<file path="config.mk">
export PLATFORM = sky130hd
export DESIGN_NAME = alu_arbiter_flat
export DESIGN_NICKNAME = d
export VERILOG_FILES = /design/src/rtl/alu_arbiter_if.sv /design/src/rtl/alu_arbiter.sv /design/src/flat_wrapper.sv
export SDC_FILE = /design/constraint.sdc
export NUM_CORES = 1
export LEC_CHECK = 0
export CAP_MARGIN = 40
export CORE_MARGIN = 2
export CORE_UTILIZATION = 41
export DETAILED_ROUTE_END_ITERATION = 7
export PLACE_DENSITY = 0.87
export SLEW_MARGIN = 25
export SYNTH_ARGS = -nofsm -noshare
export SYNTH_HDL_FRONTEND = slang
export SYNTH_SLANG_ARGS = --single-unit
</file>
<file path="constraint.sdc">
create_clock -name clk -period 4.4 [get_ports clk]
set_clock_uncertainty 0.05 [all_clocks]
set_input_delay 0.66 -clock clk [delete_from_list [all_inputs] [get_ports clk]]
set_output_delay 0.66 -clock clk [all_outputs]
set_load 0.05 [all_outputs]
</file>
<file path="src/rtl/alu_arbiter_if.sv">
// Requester/ALU-facing bundle for alu_arbiter: request slices, grant, ALU drive and
// the registered response handshake.
interface alu_arbiter_if #(
    parameter int NREQ = 4,
    parameter int DW   = 8,
    parameter int IW   = 2
);
    logic [NREQ-1:0]    req;
    logic [NREQ*DW-1:0] req_a;
    logic [NREQ*DW-1:0] req_b;
    logic [NREQ*3-1:0]  req_op;
    logic [NREQ-1:0]    gnt;
    logic [DW-1:0]      alu_a;
    logic [DW-1:0]      alu_b;
    logic [2:0]         alu_s;
    logic [DW-1:0]      alu_z;
    logic               rsp_valid;
    logic               rsp_ready;
    logic [DW-1:0]      rsp_data;
    logic [IW-1:0]      rsp_id;
    logic               busy;

    // master: requesters plus the ALU instance; slave: the arbiter
    modport master (
        output req, req_a, req_b, req_op, rsp_ready, alu_z,
        input  gnt, alu_a, alu_b, alu_s, rsp_valid, rsp_data, rsp_id, busy
    );

    modport slave (
        input  req, req_a, req_b, req_op, rsp_ready, alu_z,
        output gnt, alu_a, alu_b, alu_s, rsp_valid, rsp_data, rsp_id, busy
    );
endinterface

</file>
<file path="src/rtl/alu_arbiter.sv">
// Round-robin arbiter sharing one combinational ALU among NREQ requesters.
// Optional ALU_ARB_STATS_EN adds the op_cnt completion counter and stall flag.
module alu_arbiter #(
    parameter int NREQ = 4,
    parameter int DW   = 8,
    parameter int IW   = 2
) (
    input  logic         clk,
    input  logic         rst_n,
    alu_arbiter_if.slave bus
`ifdef ALU_ARB_STATS_EN
    ,
    output logic [15:0]  op_cnt,
    output logic         stall
`endif
);

    // state | meaning
    // IDLE  | searching req from ptr; grant and latch operands on a hit
    // EXEC  | gnt pulse, ALU settling on latched operands
    // RESP  | result held on rsp_* until rsp_ready
    typedef enum logic [1:0] {IDLE, EXEC, RESP} state_t;

    state_t        state, state_next;
    logic [IW-1:0] ptr, win, ptr_next;
    logic [IW:0]   idx;
    logic          found;

    always_comb begin
        found = 1'b0;
        win   = '0;
        idx   = '0;
        for (int k = 0; k < NREQ; k++) begin
            idx = {1'b0, ptr} + (IW+1)'(k);
            if (idx >= (IW+1)'(NREQ)) idx = idx - (IW+1)'(NREQ);
            if (!found && bus.req[idx[IW-1:0]]) begin
                found = 1'b1;
                win   = idx[IW-1:0];
            end
        end
    end

    assign ptr_next = (win == IW'(NREQ-1)) ? '0 : win + 1'b1;

    always_ff @(posedge clk or negedge rst_n) begin
        if (!rst_n) state <= IDLE;
        else        state <= state_next;
    end

    always_comb begin
        state_next = state;
        case (state)
            IDLE:    if (found) state_next = EXEC;
            EXEC:    state_next = RESP;
            RESP:    if (bus.rsp_ready) state_next = IDLE;
            default: state_next = IDLE;
        endcase
    end

    always_ff @(posedge clk or negedge rst_n) begin
        if (!rst_n) begin
            ptr           <= '0;
            bus.gnt       <= '0;
            bus.alu_a     <= '0;
            bus.alu_b     <= '0;
            bus.alu_s     <= '0;
            bus.rsp_valid <= 1'b0;
            bus.rsp_data  <= '0;
            bus.rsp_id    <= '0;
        end else begin
            bus.gnt <= '0;
            case (state)
                IDLE: begin
                    if (found) begin
                        bus.gnt    <= {{(NREQ-1){1'b0}}, 1'b1} << win;
                        bus.alu_a  <= bus.req_a[win*DW +: DW];
                        bus.alu_b  <= bus.req_b[win*DW +: DW];
                        bus.alu_s  <= bus.req_op[win*3 +: 3];
                        bus.rsp_id <= win;
                        ptr        <= ptr_next;
                    end
                end
                EXEC: begin
                    bus.rsp_data  <= bus.alu_z;
                    bus.rsp_valid <= 1'b1;
                end
                RESP: begin
                    if (bus.rsp_ready) bus.rsp_valid <= 1'b0;
                end
                default: ;
            endcase
        end
    end

    assign bus.busy = (state != IDLE);

`ifdef ALU_ARB_STATS_EN
    always_ff @(posedge clk or negedge rst_n) begin
        if (!rst_n)                              op_cnt <= '0;
        else if (state == RESP && bus.rsp_ready) op_cnt <= op_cnt + 16'd1;
    end

    assign stall = (bus.req != '0) && (state != IDLE);
`endif

endmodule
</file>
<file path="src/flat_wrapper.sv">
// flat-port wrapper written by rule: the top's interface ports become plain ports
module alu_arbiter_flat 
#(
    parameter int NREQ = 4,
    parameter int DW   = 8,
    parameter int IW   = 2
)
  (clk, rst_n, bus_req, bus_req_a, bus_req_b, bus_req_op, bus_rsp_ready, bus_alu_z, bus_gnt, bus_alu_a, bus_alu_b, bus_alu_s, bus_rsp_valid, bus_rsp_data, bus_rsp_id, bus_busy);
  alu_arbiter_if #(.NREQ(NREQ), .DW(DW), .IW(IW)) bus_i ();
  input  logic clk;
  input  logic rst_n;
  input wire logic [$bits(bus_i.req)-1:0] bus_req;
  input wire logic [$bits(bus_i.req_a)-1:0] bus_req_a;
  input wire logic [$bits(bus_i.req_b)-1:0] bus_req_b;
  input wire logic [$bits(bus_i.req_op)-1:0] bus_req_op;
  input wire logic [$bits(bus_i.rsp_ready)-1:0] bus_rsp_ready;
  input wire logic [$bits(bus_i.alu_z)-1:0] bus_alu_z;
  output wire logic [$bits(bus_i.gnt)-1:0] bus_gnt;
  output wire logic [$bits(bus_i.alu_a)-1:0] bus_alu_a;
  output wire logic [$bits(bus_i.alu_b)-1:0] bus_alu_b;
  output wire logic [$bits(bus_i.alu_s)-1:0] bus_alu_s;
  output wire logic [$bits(bus_i.rsp_valid)-1:0] bus_rsp_valid;
  output wire logic [$bits(bus_i.rsp_data)-1:0] bus_rsp_data;
  output wire logic [$bits(bus_i.rsp_id)-1:0] bus_rsp_id;
  output wire logic [$bits(bus_i.busy)-1:0] bus_busy;
  assign bus_i.req = bus_req;
  assign bus_i.req_a = bus_req_a;
  assign bus_i.req_b = bus_req_b;
  assign bus_i.req_op = bus_req_op;
  assign bus_i.rsp_ready = bus_rsp_ready;
  assign bus_i.alu_z = bus_alu_z;
  assign bus_gnt = bus_i.gnt;
  assign bus_alu_a = bus_i.alu_a;
  assign bus_alu_b = bus_i.alu_b;
  assign bus_alu_s = bus_i.alu_s;
  assign bus_rsp_valid = bus_i.rsp_valid;
  assign bus_rsp_data = bus_i.rsp_data;
  assign bus_rsp_id = bus_i.rsp_id;
  assign bus_busy = bus_i.busy;
  alu_arbiter #(.NREQ(NREQ), .DW(DW), .IW(IW)) u_core (.clk(clk), .rst_n(rst_n), .bus(bus_i));
endmodule
</file>
==> impl_metrics.py <==
metrics = {
    "status": {
        "status": "finished, final reports clean",
    },
    "route": {
        "met2WireLength_um": 3160,
        "drtIter0Drc": 105,
        "drt-wirelength-per-cell_um": 15.9,
        "top_layer": "met4",
        "first_pass_iters": 4,
        "dr_wl_met3_um": 476,
        "met1_length_um": 2440,
        "drc": 0,
        "ant_nets": 0,
        "vias": 2084,
        "totalWireLength_um": 6210,
        "routed_via_density": 5.34,
    },
    "placed_design": {
        "dpl.hpwl_um": 4500,
        "numPortBuffers": 125,
        "gp_congestion": 0.758,
    },
    "pwr": {
        "power_leakage_nw": 1.48,
        "power_density_nw_per_um2": 713,
        "peakVddDrop_uv": 321,
    },
    "finish": {
        "antenna-diode-count": 0,
        "area_growth_pct": 67.6,
        "nets": 411,
        "drive_gt1_share_pct": 14.7,
        "nFillCells": 400,
    },
    "global_route": {
        "grt_pass1_wl_um": 9410,
        "grt_pass1_vias": 2000,
        "grt_use_total_pct": 22.3,
        "grt_overflow": 0,
        "grt_max_degree": 39,
        "antenna_found_initial": 0,
    },
    "sta": {
        "slew_violations": 0,
        "timing.slew.headroom_pct": 52.1,
        "max_freq_mhz": 318,
        "rsz0062_at_grt": "false",
        "whs_ns": 0.216,
        "setup_viol": 0,
        "fin_crit_ns": 3.14,
        "tns_ns": 0,
        "hold_viol_final": 0,
        "worst_pin_slew_ns": 0.719,
        "final.period_utilization_pct": 71.4,
    },
    "logic_synthesis": {
        "yosys.cell_types.count": 28,
        "ys_warn_count": 0,
        "yosys_register_bits": 38,
        "yosysMostFrequentCell": "dfrtp_1",
        "yosysTopAreaCellShare_pct": 45.1,
        "synthTopCellsByArea": "dfrtp_1 45%, mux2_4 11%, a221o_1 9.0%",
        "syn-instance-count": 198,
        "postSynthNetCount": 290,
        "ys_top_cells_by_count": "38 x dfrtp_1, 22 x a21oi_1, 21 x o21ai_0",
        "synthFlopType": "dfrtp_1",
        "ys_seq_area_share_pct": 45.1,
        "syn_avg_cell_area_sq_um": 10.6,
        "synth_edf_count": 0,
        "synth_top_area_cell": "dfrtp_1",
        "async_flop_share_pct": 100,
        "netlist_area_sq_um": 2110,
    },
    "clock_network": {
        "clock-sinks": 38,
        "htreeDepth": 2,
        "post-cts-setup-buffers": 0,
        "clock_latency_ns": 0.29,
        "clk_pin_slew_ns": 0.08,
        "hold_buffers": 0,
        "cts_buffer_depth": 2,
        "cts_buffers": 5,
        "cts_root_buf": "clkbuf_8",
        "tritoncts": "built",
        "cts_resized": 0,
    },
    "floorplanning": {
        "initial_core_util_pct": 41.8,
        "pin_count": 126,
        "fp.dieH_um": 75.7,
        "rows": 26,
        "fp.dieW_um": 75.7,
        "core_area_sq_um": 5040,
        "die_area_sq_um": 5730,
    },
    "worst_setup_path": {
        "r2r_cells": 5,
        "critical_path_class": "input port to flop",
        "r2r_slack_ns": 1.64,
        "r2r-start": "u_core.ptr[1]$_DFFE_PN0P_",
        "crit_fanout": 23,
        "timing.rr.end": "u_core.bus.alu_b[7]$_DFFE_PN0P_",
        "worstSetupStartpointType": "input port",
        "cp_data_required_time_ns": 4.53,
        "critical_path_arrival_ns": 3.27,
        "critPathCaptureType": "flop",
    },
    "run": {
        "max_cap_viol_count": 0,
    },
    "worst_hold_path": {
        "hp-class": "input port to asynchronous set/reset pin",
    },
}
==> report_power, final <==
group	internal (mW)	total (mW)	switching, mW
Clock	0.126	0.252	0.126
Sequential	0.518	0.618	0.0995
Combinational	0.664	1.65	0.985
==> per-layer routing <==
metal  vias up  GRT usage (%)
li1        984              -
met1       972           26.5
met2       114           38.7
met3        14           5.56
met4         0           8.97
met5         -              0
==> logic make-up after synthesis <==
family | share of synthesized area, %
flops | 45.1
buf+inv | 4.51
mux | 17.3
compound gates | 22.3
fa+ha+maj | 0.593
simple gates | 10.3
==> registers in the layout, summed over array words and instances (netlist names) <==
signal,count
u_core.bus.gnt,4
u_core.state,2
u_core.bus.alu_s,3
u_core.bus.alu_a,8
u_core.ptr,2
u_core.bus.rsp_valid,1
u_core.bus.rsp_data,8
u_core.bus.alu_b,8
u_core.bus.rsp_id,2
==> final cells by class <==
cell class / instances / area (sq um) / area share [%]
multi-input combinational: 141 / 1080 / 30.5
clock buffer: 6 / 82.6 / 2.34
timing repair buffer: 130 / 1310 / 37.1
sequential: 38 / 951 / 26.9
inverter: 3 / 11.3 / 0.319
clock inverter: 2 / 12.5 / 0.354
tap: 70 / 87.6 / 2.48
==> cell usage in the layout (no fill, tap or decap), types with 2 or more instances in the layout <==
| cell | count |
|---|---|
| a21o_1 | 4 |
| a21oi_1 | 21 |
| a221o_1 | 19 |
| and2_1 | 2 |
| buf_4 | 2 |
| buf_6 | 2 |
| clkbuf_8 | 6 |
| clkdlybuf4s50_1 | 124 |
| dfrtp_1 | 38 |
| inv_1 | 2 |
| mux2_2 | 11 |
| mux2_4 | 16 |
| nand2_1 | 5 |
| nand2b_1 | 3 |
| nand3_1 | 19 |
| nor2_1 | 7 |
| o21ai_0 | 21 |
==> worst max-delay path by stage <==
stage          slack (ns)                               to  cells after the start       start
4_1_cts              1.25  u_core.bus.alu_a[4]$_DFFE_PN0P_                      7  bus_req[3]
3_3_place_gp         0.61  u_core.bus.alu_b[6]$_DFFE_PN0P_                      6  bus_req[3]
6_report             1.26  u_core.bus.alu_b[7]$_DFFE_PN0P_                      7  bus_req[3]
2_1_floorplan        2.35  u_core.bus.alu_a[2]$_DFFE_PN0P_                      6  bus_req[2]
3_5_place_dp         0.95  u_core.bus.alu_b[4]$_DFFE_PN0P_                      7  bus_req[3]
5_1_grt              1.09  u_core.bus.alu_a[2]$_DFFE_PN0P_                      6  bus_req[2]
==> worst max-delay path, cell delays in order <==
cell,delay [ns]
clkdlybuf4s50_1,0.59
nand2_1,0.13
a31oi_2,0.48
buf_6,0.23
nand2_2,0.39
mux2_4,0.46
a221o_1,0.31
==> through the flow <==
step	power, mW	setup slack, ns	cells	cell area [sq um]	utilization, %
6_report	2.52	1.26	390	3530	70.1
5_1_grt	2.66	1.09	390	3530	70.1
4_1_cts	2.52	1.25	388	3490	69.3
3_5_place_dp	2.27	0.947	380	3400	67.4
3_3_place_gp	2.22	0.614	379	3380	67.0
2_1_floorplan	1.74	2.35	198	2110	-
Power figures use the tool's default switching activity.
